$ cat src/rtl/proc_pkg.sv
// Shared constants and types for the execute/memory pipeline boundary.
package proc_pkg;
    localparam int SW = 32;
    localparam int VW = 128;
    localparam int RW = 5;

    typedef enum logic {IDLE, BURST} mem_state_t;

    // Condition-qualified control bundle carried from E to M.
    typedef struct packed {
        logic          branchTaken;
        logic          pcSrc;
        logic          regWrite;
        logic          memWrite;
        logic          memtoReg;
        logic          vecSel;
        logic [RW-1:0] wa3;
    } exm_ctrl_t;
endpackage

$ cat src/rtl/vector_store_serializer.sv
// Splits a vector store held in M into SW-wide memory write beats and
// drives the per-beat strobe, address and data plus the upstream hold.
module vector_store_serializer #(
    parameter int SW = proc_pkg::SW,
    parameter int VW = proc_pkg::VW
) (
    input  logic          clk,
    input  logic          rst,
    input  logic          load,
    input  logic          startBurst,
    input  logic          flush,
    input  logic          memWrite,
    input  logic          vecSel,
    input  logic [SW-1:0] addrBase,
    input  logic [VW-1:0] storeData,
    output logic          busy,
    output logic          flushPending,
    output logic          memWriteOut,
    output logic [SW-1:0] memAddr,
    output logic [SW-1:0] memData
);
    import proc_pkg::*;

    localparam int NBEATS  = VW / SW;
    localparam int CW      = (NBEATS > 1) ? $clog2(NBEATS) : 1;
    localparam int BYTE_SH = $clog2(SW / 8);

    mem_state_t state, stateNext;
    logic [CW-1:0] beat, beatNext;
    logic pend, pendNext;
    logic lastBeat;
    logic [NBEATS-1:0][SW-1:0] beats;

    assign beats        = storeData;
    assign lastBeat     = (beat == CW'(NBEATS - 1));
    assign busy         = (state == BURST) && !lastBeat;
    assign flushPending = pend;

    always_ff @(posedge clk) begin
        if (!rst) begin
            state <= IDLE;
            beat  <= '0;
            pend  <= 1'b0;
        end else begin
            state <= stateNext;
            beat  <= beatNext;
            pend  <= pendNext;
        end
    end

    // A flush seen mid-burst is remembered; it is consumed on the edge that
    // ends the burst, where the stage loads a bubble instead of capturing.
    always_comb begin
        stateNext = IDLE;
        beatNext  = '0;
        pendNext  = 1'b0;
        case (state)
            IDLE: begin
                if (load && startBurst) stateNext = BURST;
            end
            BURST: begin
                if (!lastBeat) begin
                    stateNext = BURST;
                    beatNext  = beat + 1'b1;
                    pendNext  = pend | flush;
                end else if (load && startBurst) begin
                    stateNext = BURST;
                end
            end
            default: ;
        endcase
    end

    always_comb begin
        memWriteOut = 1'b0;
        memAddr     = addrBase;
        memData     = '0;
        if (state == BURST) begin
            memWriteOut = 1'b1;
            memAddr     = addrBase + (SW'(beat) << BYTE_SH);
            memData     = beats[beat];
        end else if (memWrite && !vecSel) begin
            memWriteOut = 1'b1;
            memData     = beats[0];
        end
    end
endmodule

$ cat src/rtl/ex_mem_stage.sv
// Execute->Memory pipeline register with vector-store serialization;
// holds the upstream pipeline through BusyM while a burst is in flight.
module ex_mem_stage #(
    parameter int SW = proc_pkg::SW,
    parameter int VW = proc_pkg::VW,
    parameter int RW = proc_pkg::RW
) (
    input  logic          clk,
    input  logic          rst,
    input  logic          StallM,
    input  logic          FlushM,
    input  logic          BranchTakenE,
    input  logic          PCSrcECU,
    input  logic          RegWriteECU,
    input  logic          MemWriteECU,
    input  logic          MemtoRegE,
    input  logic          VecSelE,
    input  logic [SW-1:0] ALUResultE,
    input  logic [VW-1:0] ALUResultVE,
    input  logic [VW-1:0] WriteDataVE,
    input  logic [RW-1:0] WA3E,
    output logic          BranchTakenM,
    output logic          PCSrcM,
    output logic          RegWriteM,
    output logic          MemtoRegM,
    output logic          VecSelM,
    output logic [SW-1:0] ALUResultM,
    output logic [VW-1:0] ALUResultVM,
    output logic [RW-1:0] WA3M,
    output logic          ValidM,
    output logic          MemWriteOutM,
    output logic [SW-1:0] MemAddrM,
    output logic [SW-1:0] MemDataM,
    output logic          BusyM
);
    import proc_pkg::*;

    exm_ctrl_t ctrlE, ctrlM;
    logic [VW-1:0] WriteDataVM;
    logic flushPending;
    logic load;

    assign ctrlE = '{branchTaken: BranchTakenE, pcSrc: PCSrcECU,
                     regWrite: RegWriteECU, memWrite: MemWriteECU,
                     memtoReg: MemtoRegE, vecSel: VecSelE, wa3: WA3E};

    assign load = !BusyM && !flushPending && !FlushM && !StallM;

    always_ff @(posedge clk) begin
        if (!rst) begin
            ctrlM       <= '0;
            ValidM      <= 1'b0;
            ALUResultM  <= '0;
            ALUResultVM <= '0;
            WriteDataVM <= '0;
        end else if (!BusyM) begin
            if (flushPending || FlushM) begin
                ctrlM       <= '0;
                ValidM      <= 1'b0;
                ALUResultM  <= '0;
                ALUResultVM <= '0;
                WriteDataVM <= '0;
            end else if (!StallM) begin
                ctrlM       <= ctrlE;
                ValidM      <= 1'b1;
                ALUResultM  <= ALUResultE;
                ALUResultVM <= ALUResultVE;
                WriteDataVM <= WriteDataVE;
            end
        end
    end

    assign BranchTakenM = ctrlM.branchTaken;
    assign PCSrcM       = ctrlM.pcSrc;
    assign RegWriteM    = ctrlM.regWrite;
    assign MemtoRegM    = ctrlM.memtoReg;
    assign VecSelM      = ctrlM.vecSel;
    assign WA3M         = ctrlM.wa3;

    vector_store_serializer #(.SW(SW), .VW(VW)) uSer (
        .clk         (clk),
        .rst         (rst),
        .load        (load),
        .startBurst  (MemWriteECU && VecSelE),
        .flush       (FlushM),
        .memWrite    (ctrlM.memWrite),
        .vecSel      (ctrlM.vecSel),
        .addrBase    (ALUResultM),
        .storeData   (WriteDataVM),
        .busy        (BusyM),
        .flushPending(flushPending),
        .memWriteOut (MemWriteOutM),
        .memAddr     (MemAddrM),
        .memData     (MemDataM)
    );
endmodule
$ cat config.mk
export PLATFORM = sky130hd
export DESIGN_NAME = ex_mem_stage
export DESIGN_NICKNAME = d
export VERILOG_FILES = /design/src/rtl/proc_pkg.sv /design/src/rtl/vector_store_serializer.sv /design/src/rtl/ex_mem_stage.sv
export SDC_FILE = /design/constraint.sdc
export NUM_CORES = 1
export LEC_CHECK = 0
export ABC_AREA = 1
export CAP_MARGIN = 20
export CORE_AREA = 2 2 212 214
export CTS_CLUSTER_DIAMETER = 50
export DETAILED_ROUTE_END_ITERATION = 7
export DIE_AREA = 0 0 214 216
export DONT_BUFFER_PORTS = 1
export PLACE_DENSITY_LB_ADDON = 0.12
export SYNTH_ARGS = -nofsm -noshare
export SYNTH_HDL_FRONTEND = slang
export SYNTH_HIERARCHICAL = 1
export SYNTH_SLANG_ARGS = --single-unit
$ cat constraint.sdc
create_clock -name clk -period 4.25 [get_ports clk]
set_input_delay 0.85 -clock clk [delete_from_list [all_inputs] [get_ports clk]]
set_output_delay 0.85 -clock clk [all_outputs]
set_load 0.005 [all_outputs]
==> Word level (Yosys, flattened, before mapping) <==
Cells that the tools add are included.
{ "totals": {"ff_bits": 304, "word_cells": 59} }
{ "classes": {"add_sub_neg": 2, "order_cmp": 1, "n_eq_ne": 2, "mux": 20, "n_bitwise": 4, "reduce_logical": 16} }
{ "op_table": {"columns": ["op", "n"], "rows": [
  ["two-way mux 128 bit", 4],
  ["two-way mux 32 bit", 6],
  ["binary-select mux 32 bit (select 2 bit)", 1],
  ["adder 32 x 4 -> 32 bit", 1],
  ["two-way mux 11 bit", 2],
  ["logical AND 1 bit", 7],
  ["logical NOT 1 bit", 6],
  ["two-way mux 1 bit", 6],
  ["less-than comparator 2 x 3 -> 1 bit, second input constant", 1],
  ["inverter 1 bit", 3],
  ["OR reduction 3 bit", 1],
  ["adder 2 x 1 -> 2 bit, second input constant", 1],
  ["== test 2 bit, second input constant", 1],
  ["inequality test 2 x 1 -> 1 bit, second input constant", 1],
  ["case mux 1 bit (2 select lines)", 1],
  ["AND reduction 2 bit", 1],
  ["logical OR 1 bit", 1],
  ["OR 1 bit", 1]
]} }

==> Logic depth before layout (Yosys ltp) <==
Gate-level depths: netlist (run 1).
{ "depth": {"ltp_word": 11, "depth_mapped": 10} }

==> Hierarchy <==
The synthesis (run 1) kept the hierarchy.
{ "by_module_without_submodules": {"columns": ["mod", "instances", "cells_per_inst", "area_each_um2", "seq_area_each_um2"], "rows": [
  ["ex_mem_stage", 1, 1379, 12235.5, 6005.8],
  ["vector_store_serializer", 1, 507, 2468.6, 80.1]
]} }

==> Worst setup path after synthesis (run 1) <==
Ideal clock, no wire load.
{ "synth_path": {"path_type": "reg2out", "from": "reg uSer.beat[1]", "to": "out MemAddrM[26]", "arrival_ps": 1801, "required_time_ps": 3400, "setup_slack_ps": 1599, "stages_incl_launch_ff": 10, "path_buffers": 1, "path_cell_list": "dfxtp_1 -> inv_1 -> clkbuf_1 -> fa_1 -> nor2_4 -> nand3_4 -> nor2_4 -> nand3_1 -> nand2_1 -> nand2_1"} }
{ "synth_via": {"elab_chain_len": 2} }
{ "synth_lines": {"columns": ["item", "line_no", "source"], "rows": [
  ["from (decl)", "vector_store_serializer.sv:29", "logic [CW-1:0] beat, beatNext;"],
  ["from (signal assigned)", "vector_store_serializer.sv:46", "beat <= beatNext;"],
  ["adder 32 x 4 -> 32 bit", "vector_store_serializer.sv:80", "memAddr = addrBase + (SW'(beat) << BYTE_SH);"],
  ["two-way mux 32 bit", "vector_store_serializer.sv:78", "if (state == BURST) begin"],
  ["to (decl)", "ex_mem_stage.sv:32", "output logic [SW-1:0] MemAddrM,"]
]} }
No other way between the ends.

==> Final worst setup path (run 1) <==
Ends and elaborated chain as after synthesis.

==> impl_results.md, run 1 <==
* Initial antenna violation count at 5
* Worst min-delay path category: in -> reg
* R2R cell count at 7
* Final Max Slew Viols at 0
* Num CTS Buffers at 45
* Syn. warnings at 6
* Post-Route WL at 54,100 um
* Leading cell type in the layout, fill and taps excluded: nand3_1
* Distinct cells, synth at 32
* CP Buf/Inv Count at 2
* Internal at 5.44 mW
* Area contributors post-synth: dfxtp_1 (41%), nand3_1 (22%), a21oi_1 (10%)
* Hold Crit Start: WriteDataVE[16]
* Ys flop type: dfxtp_1
* # rows at 77
* Setup crit end kind: output pin
* Slowest stage delay, CP at 520 ps
* Critical path cell sequence: buf_4 > inv_1 > fa_1 > nor2_4 > nand3_4 > nor2_4 > nand3_1 > nand2_1 > nand2_1
* Maximum number of pins on one net before global-route repair at 199
* Initial Util at 0.335
* Die area at 0.0462 sq mm
* Final setup viols at 0
* Worst setup path class: reg -> out
* Delay-heaviest family, CP: simple AND/OR/NAND/NOR gates
* Status: finished, final reports clean
* I/O Pins at 540
* Critical-path top delay cell: fa_1
* Post-route ant nets at 0
* Clock power share at 0.515
* Post_cts resized at 0
* Most frequent cells in the layout: nand3_1 (655), dfxtp_1 (302), a21oi_1 (299)
* RSZ-0062 raised after global routing: false
* Clk Latency, worst-skew pair at 570 ps
* Placement-stage worst setup slack at 1200 ps
* Overflow after GRT at 0
* Share of the synthesized area in the top cell type at 0.414
* Setup Fix Bufs, Post-CTS at 0
* CTS tree: done
* Core Util, Final at 0.353
* CTS Hold Bufs at 0
* Via Count at 13,500
* Hold EP: WriteDataVM[16]
* Fmax at 275 MHz
* Setup WS post-layout at 615 ps
* CP startpoint: uSer/beat[1]
* Setup TNS at 0 ps
* Ys async rst share at 0
* Area grow syn2layout at 5.38%
* Avg Cell Area, Syn at 7.80 sq um
* CTS Sinks at 304
* Pre-Repair DR Iteration Count at 5
* DRC errors left at 0
* Final period utilization at 0.855
* Synthesized area at 0.0147 sq mm
* Max-cap violation count at 0
* Slew headroom at 0.278
* Reg-to-Reg Start: uSer/beat[0]
* CP startpoint kind: register
* Drt via density at 5.65
* Clk_skew at 25.1 ps
* Comb pwr share at 0.074
* Synth Instances at 1,886
* IR drop worst, VDD at 0.246 mV
* H-tree lvl count at 2
* Vias in the first global route at 12,900
* P_sw at 1.97 mW
* Worst Path Max Fanout at 34
* Number of flops mapped to enable cells by yosys at 0
* R2R Setup Slk at 1540 ps
* Slew @ Worst Pin at 1080 ps
* Leakage dissipation at 5.29 nW
* Sequential-to-total area share from yosys stat at 0.414
* Post-DP HPWL at 33,500 um
* Hold Crit Depth at 2
* Clk pin slew, worst setup/hold paths at 60 ps
* # port buffers at 0
* Register share of total power at 0.410
* Reg2reg end: WriteDataVM[5]
* GRT Overall Usage at 0.224
* Die X at 214 um
* Sw Share at 0.266
* Core Box Area at 0.0438 sq mm
* Root Buffer: clkbuf_16
* CTS Buffer Depth at 3
* Layout cells sized above 1 at 0.0714
* Placer Congestion at 0.870
* WP data arrival at 2790 ps
* Iter 0 DRT Violations at 1,182
* Minimum clock period at 3640 ps
* Critical Path RT at 3400 ps
* Net Count, Synth at 2,193
* Power density over the cells at 478 mW/mm^2
* Avg WL per Cell at 22.7 um
* Largest area contributor in the netlist: dfxtp_1
* First-pass GRT wire length at 82,200 um
* Die Height at 216 um
* Final hold vios at 0
* FILL cells at 4,663
* NumNets Final at 2,065
* Register bit total from synthesis at 304
[routing by layer]
metal / global-route usage / share of wire / vias to the layer above
met5: 0 / 0.00094 / -
met4: 0.0869 / 0.031 / 8
met3: 0.0726 / 0.090 / 93
met2: 0.360 / 0.47 / 584
met1: 0.279 / 0.41 / 6458
li1: - / - / 6341
[Yosys cell counts (4+ instances only)]
master and n:
nand3_1 655, dfxtp_1 304, a21oi_1 299, nand2_1 135
nor2_1 93, buf_6 66, o21ai_0 66, inv_1 46
buf_2 34, o22ai_1 32, clkbuf_8 30, buf_4 26
dlygate4sd1_1 24, clkbuf_1 16, nand4_1 10, xnor2_1 7
xor2_1 7, nor2_4 6, nor2_2 4
[power by group through the flow]
stage	Clock (mW)	Sequential (mW)	Combinational, mW
finish	3.82	3.04	0.549
global route	4.04	3.05	0.609
CTS	3.90	3.04	0.555
detailed placement	0	3.10	0.553
global placement	0	3.10	0.548
floorplan	0	3.07	0.529
[registers in the layout, summed over array words and instances (netlist names)]
signal	count
ValidM	1
WA3M	5
ALUResultVM	128
ALUResultM	32
BranchTakenM	1
WriteDataVM	128
uSer/flushPending	1
RegWriteM	1
VecSelM	1
ctrlM	1
MemtoRegM	1
uSer/state	1
uSer/beat	2
PCSrcM	1
[through the flow]
stage / instance area, sq um / total power, mW / cells / hold WS (ps)
5_1_grt: 15500 / 7.70 / 2385 / 407
4_1_cts: 15500 / 7.50 / 2384 / 404
3_5_place_dp: 14000 / 3.65 / 2303 / 453
3_3_place_gp: 14000 / 3.65 / 2303 / 450
6_report: 15500 / 7.41 / 2385 / 439
2_1_floorplan: 14700 / 3.60 / 1886 / 453
[how the worst max path moves through the flow]
stage,end,slack (ps),depth (start not counted)
3_3_place_gp,MemAddrM[24],1220,10
3_5_place_dp,MemAddrM[24],1200,10
6_report,MemAddrM[26],610,9
5_1_grt,MemAddrM[24],400,9
4_1_cts,MemAddrM[24],590,10
2_1_floorplan,MemAddrM[26],1600,9
[cell families (layout without fill, tap and decap cells)]
logic type	count (synthesis)	count (layout)	synth area share
simple gates	914	914	0.298
other cells	0	1	0
flops	304	304	0.414
buf+inv	250	156	0.136
fa+ha+maj	4	4	0.00391
xor+xnor	14	14	0.00834
compound gates	400	400	0.139
[layout make-up]
class	instances	area [sq um]	area share
multi-input combinational	1332	6640	0.428
inverter	48	195	0.0126
tap	592	741	0.0478
clock inverter	26	314	0.0203
clock buffer	55	1200	0.0777
sequential	304	6090	0.393
antenna	1	2.50	0.000161
timing repair buffer	27	315	0.0203
(Power assumes the default switching activity.)
==> inputs of run 2 (changes only) <==
==> constraint.sdc (replaced) <==
create_clock -name clk -period 4.4 [get_ports clk]
set_input_delay 0.88 -clock clk [delete_from_list [all_inputs] [get_ports clk]]
set_output_delay 0.88 -clock clk [all_outputs]
set_load 0.005 [all_outputs]
==> run 2 against run 1 <==
Compared with the run above: register-to-register slack about the same; cell count fell by 0.17%; utilization hardly changed; total power is 3.6% lower; non-clock buffer count fell by 2.
==> impl_results.md, run 2 (same netlist as run 1, synthesis figures left out) <==
* Core Box Area at 0.0438 sq mm
* Post-DP HPWL at 33,700 um
* WP data arrival at 2790 ps
* DRC errors left at 0
* Die X at 214 um
* CTS tree: done
* Max-cap violation count at 0
* Placement-stage worst setup slack at 1270 ps
* Die area at 0.0462 sq mm
* Clock power share at 0.513
* RSZ-0062 raised after global routing: false
* Root Buffer: clkbuf_16
* IR drop worst, VDD at 0.230 mV
* NumNets Final at 2,061
* Via Count at 13,600
* Worst min-delay path category: reg -> reg
* Clk pin slew, worst setup/hold paths at 60 ps
* Setup Fix Bufs, Post-CTS at 0
* Maximum number of pins on one net before global-route repair at 219
* I/O Pins at 540
* Overall power at 7.14 mW
* FILL cells at 4,714
* First-pass GRT wire length at 81,400 um
* Fmax at 273 MHz
* Initial antenna violation count at 7
* Leakage dissipation at 5.29 nW
* Setup TNS at 0 ps
* P_sw at 1.87 mW
* # rows at 77
* Clk_skew at 26.7 ps
* Post-Route WL at 53,900 um
* Slew @ Worst Pin at 1220 ps
* Initial Util at 0.335
* CTS Hold Bufs at 0
* Dpl cell area at 0.0140 sq mm
* Slew headroom at 0.187
* Final Max Slew Viols at 0
* Design area at 0.0155 sq mm
* Die Height at 216 um
* H-tree lvl count at 2
* Comb pwr share at 0.075
* Setup crit end kind: output pin
* CP startpoint kind: register
* CP Buf/Inv Count at 1
* Critical Path RT at 3520 ps
* Worst setup path class: reg -> out
* Iter 0 DRT Violations at 1,028
* Delay-heaviest family, CP: simple AND/OR/NAND/NOR gates
* Final hold vios at 0
* Most frequent cells in the layout: nand3_1 (655), dfxtp_1 (302), a21oi_1 (299)
* CTS Sinks at 304
* Vias in the first global route at 13,100
* Final hold slack at 476 ps
* Final setup viols at 0
* Placer Congestion at 0.869
* Internal at 5.27 mW
* Leading cell type in the layout, fill and taps excluded: nand3_1
* Drt via density at 5.71
* Post_cts resized at 0
* Power density over the cells at 460 mW/mm^2
* Sw Share at 0.262
* Critical path cell sequence: inv_1 > fa_1 > nor2_4 > nand3_4 > nor2_4 > nand3_1 > nand2_1 > nand2_1
* Final period utilization at 0.834
* Clk Latency, worst-skew pair at 570 ps
* Worst Path Max Fanout at 16
* Avg WL per Cell at 22.6 um
* Slowest stage delay, CP at 750 ps
* Layout cells sized above 1 at 0.0683
* Minimum clock period at 3670 ps
* CTS Buffer Depth at 3
* # port buffers at 0
* Register share of total power at 0.411
* Setup WS post-layout at 732 ps
* GRT Overall Usage at 0.222
* Area grow syn2layout at 5.51%
* Post-route ant nets at 0
* Critical-path top delay cell: dfxtp_1
* Largest registers: ALUResultVM (128), WriteDataVM (128), ALUResultM (32)
* Status: finished, final reports clean
* Pre-Repair DR Iteration Count at 5
* Overflow after GRT at 0
* Num CTS Buffers at 43
[run 2: changes by cell type in the layout (fill, tap and decap cells not counted), moves of 2 or more]
cell | before | now
clkinv_4 | 1 | 3
buf_4 | 18 | 12
inv_6 | 7 | 5
inv_8 | 5 | 3
clkinvlp_4 | 4 | 2
buf_12 | 9 | 13
[run 2: worst paths after layout]
| kind | slack, ps | to | cells after the start | from |
|---|---|---|---|---|
| setup / recovery | 730 | MemAddrM[26] | 8 | uSer/beat[1] |
| hold / removal | 480 | WriteDataVM[80] | 2 | WriteDataVM[80] |
| setup reg to reg | 1550 | ALUResultVM[80] | 6 | uSer/beat[1] |
| hold reg to reg | 480 | WriteDataVM[80] | 2 | WriteDataVM[80] |
[run 2: layout make-up]
| class | count | area, sq um | share of cell area |
|---|---|---|---|
| multi-input cells | 1332 | 6640 | 0.428 |
| flip-flops and latches | 304 | 6090 | 0.392 |
| clock buffers | 55 | 1180 | 0.0762 |
| well taps | 592 | 741 | 0.0477 |
| repair buffers | 25 | 350 | 0.0226 |
| clock inverters | 23 | 318 | 0.0205 |
| inverters | 48 | 195 | 0.0126 |
| diodes | 2 | 5.00 | 0.000323 |
[run 2: tightest hold or removal path, stage by stage (launching register included)]
cell	delay, ps
dfxtp_1	310
nand3_1	70
a21oi_1	50
[run 2: per-stage QoR]
step           instances  utilization
2_1_floorplan       1886            -
3_3_place_gp        2300        0.319
3_5_place_dp        2300        0.319
4_1_cts             2378        0.353
5_1_grt             2381        0.354
6_report            2381        0.354
[run 2: layer usage]
layer	part of all wire	track usage	vias up
met5	0.0013	0	-
met4	0.032	0.0930	10
met3	0.094	0.0727	102
met2	0.47	0.359	639
met1	0.40	0.272	6510
li1	-	-	6346
[run 2: power groups by stage]
stage	logic, mW	clock network [mW]	registers, mW
after floorplan	0.511	0	2.96
after global placement	0.533	0	3.00
after detailed placement	0.538	0	3.00
after CTS	0.540	3.75	2.94
after global routing	0.594	3.87	2.95
final	0.538	3.66	2.94
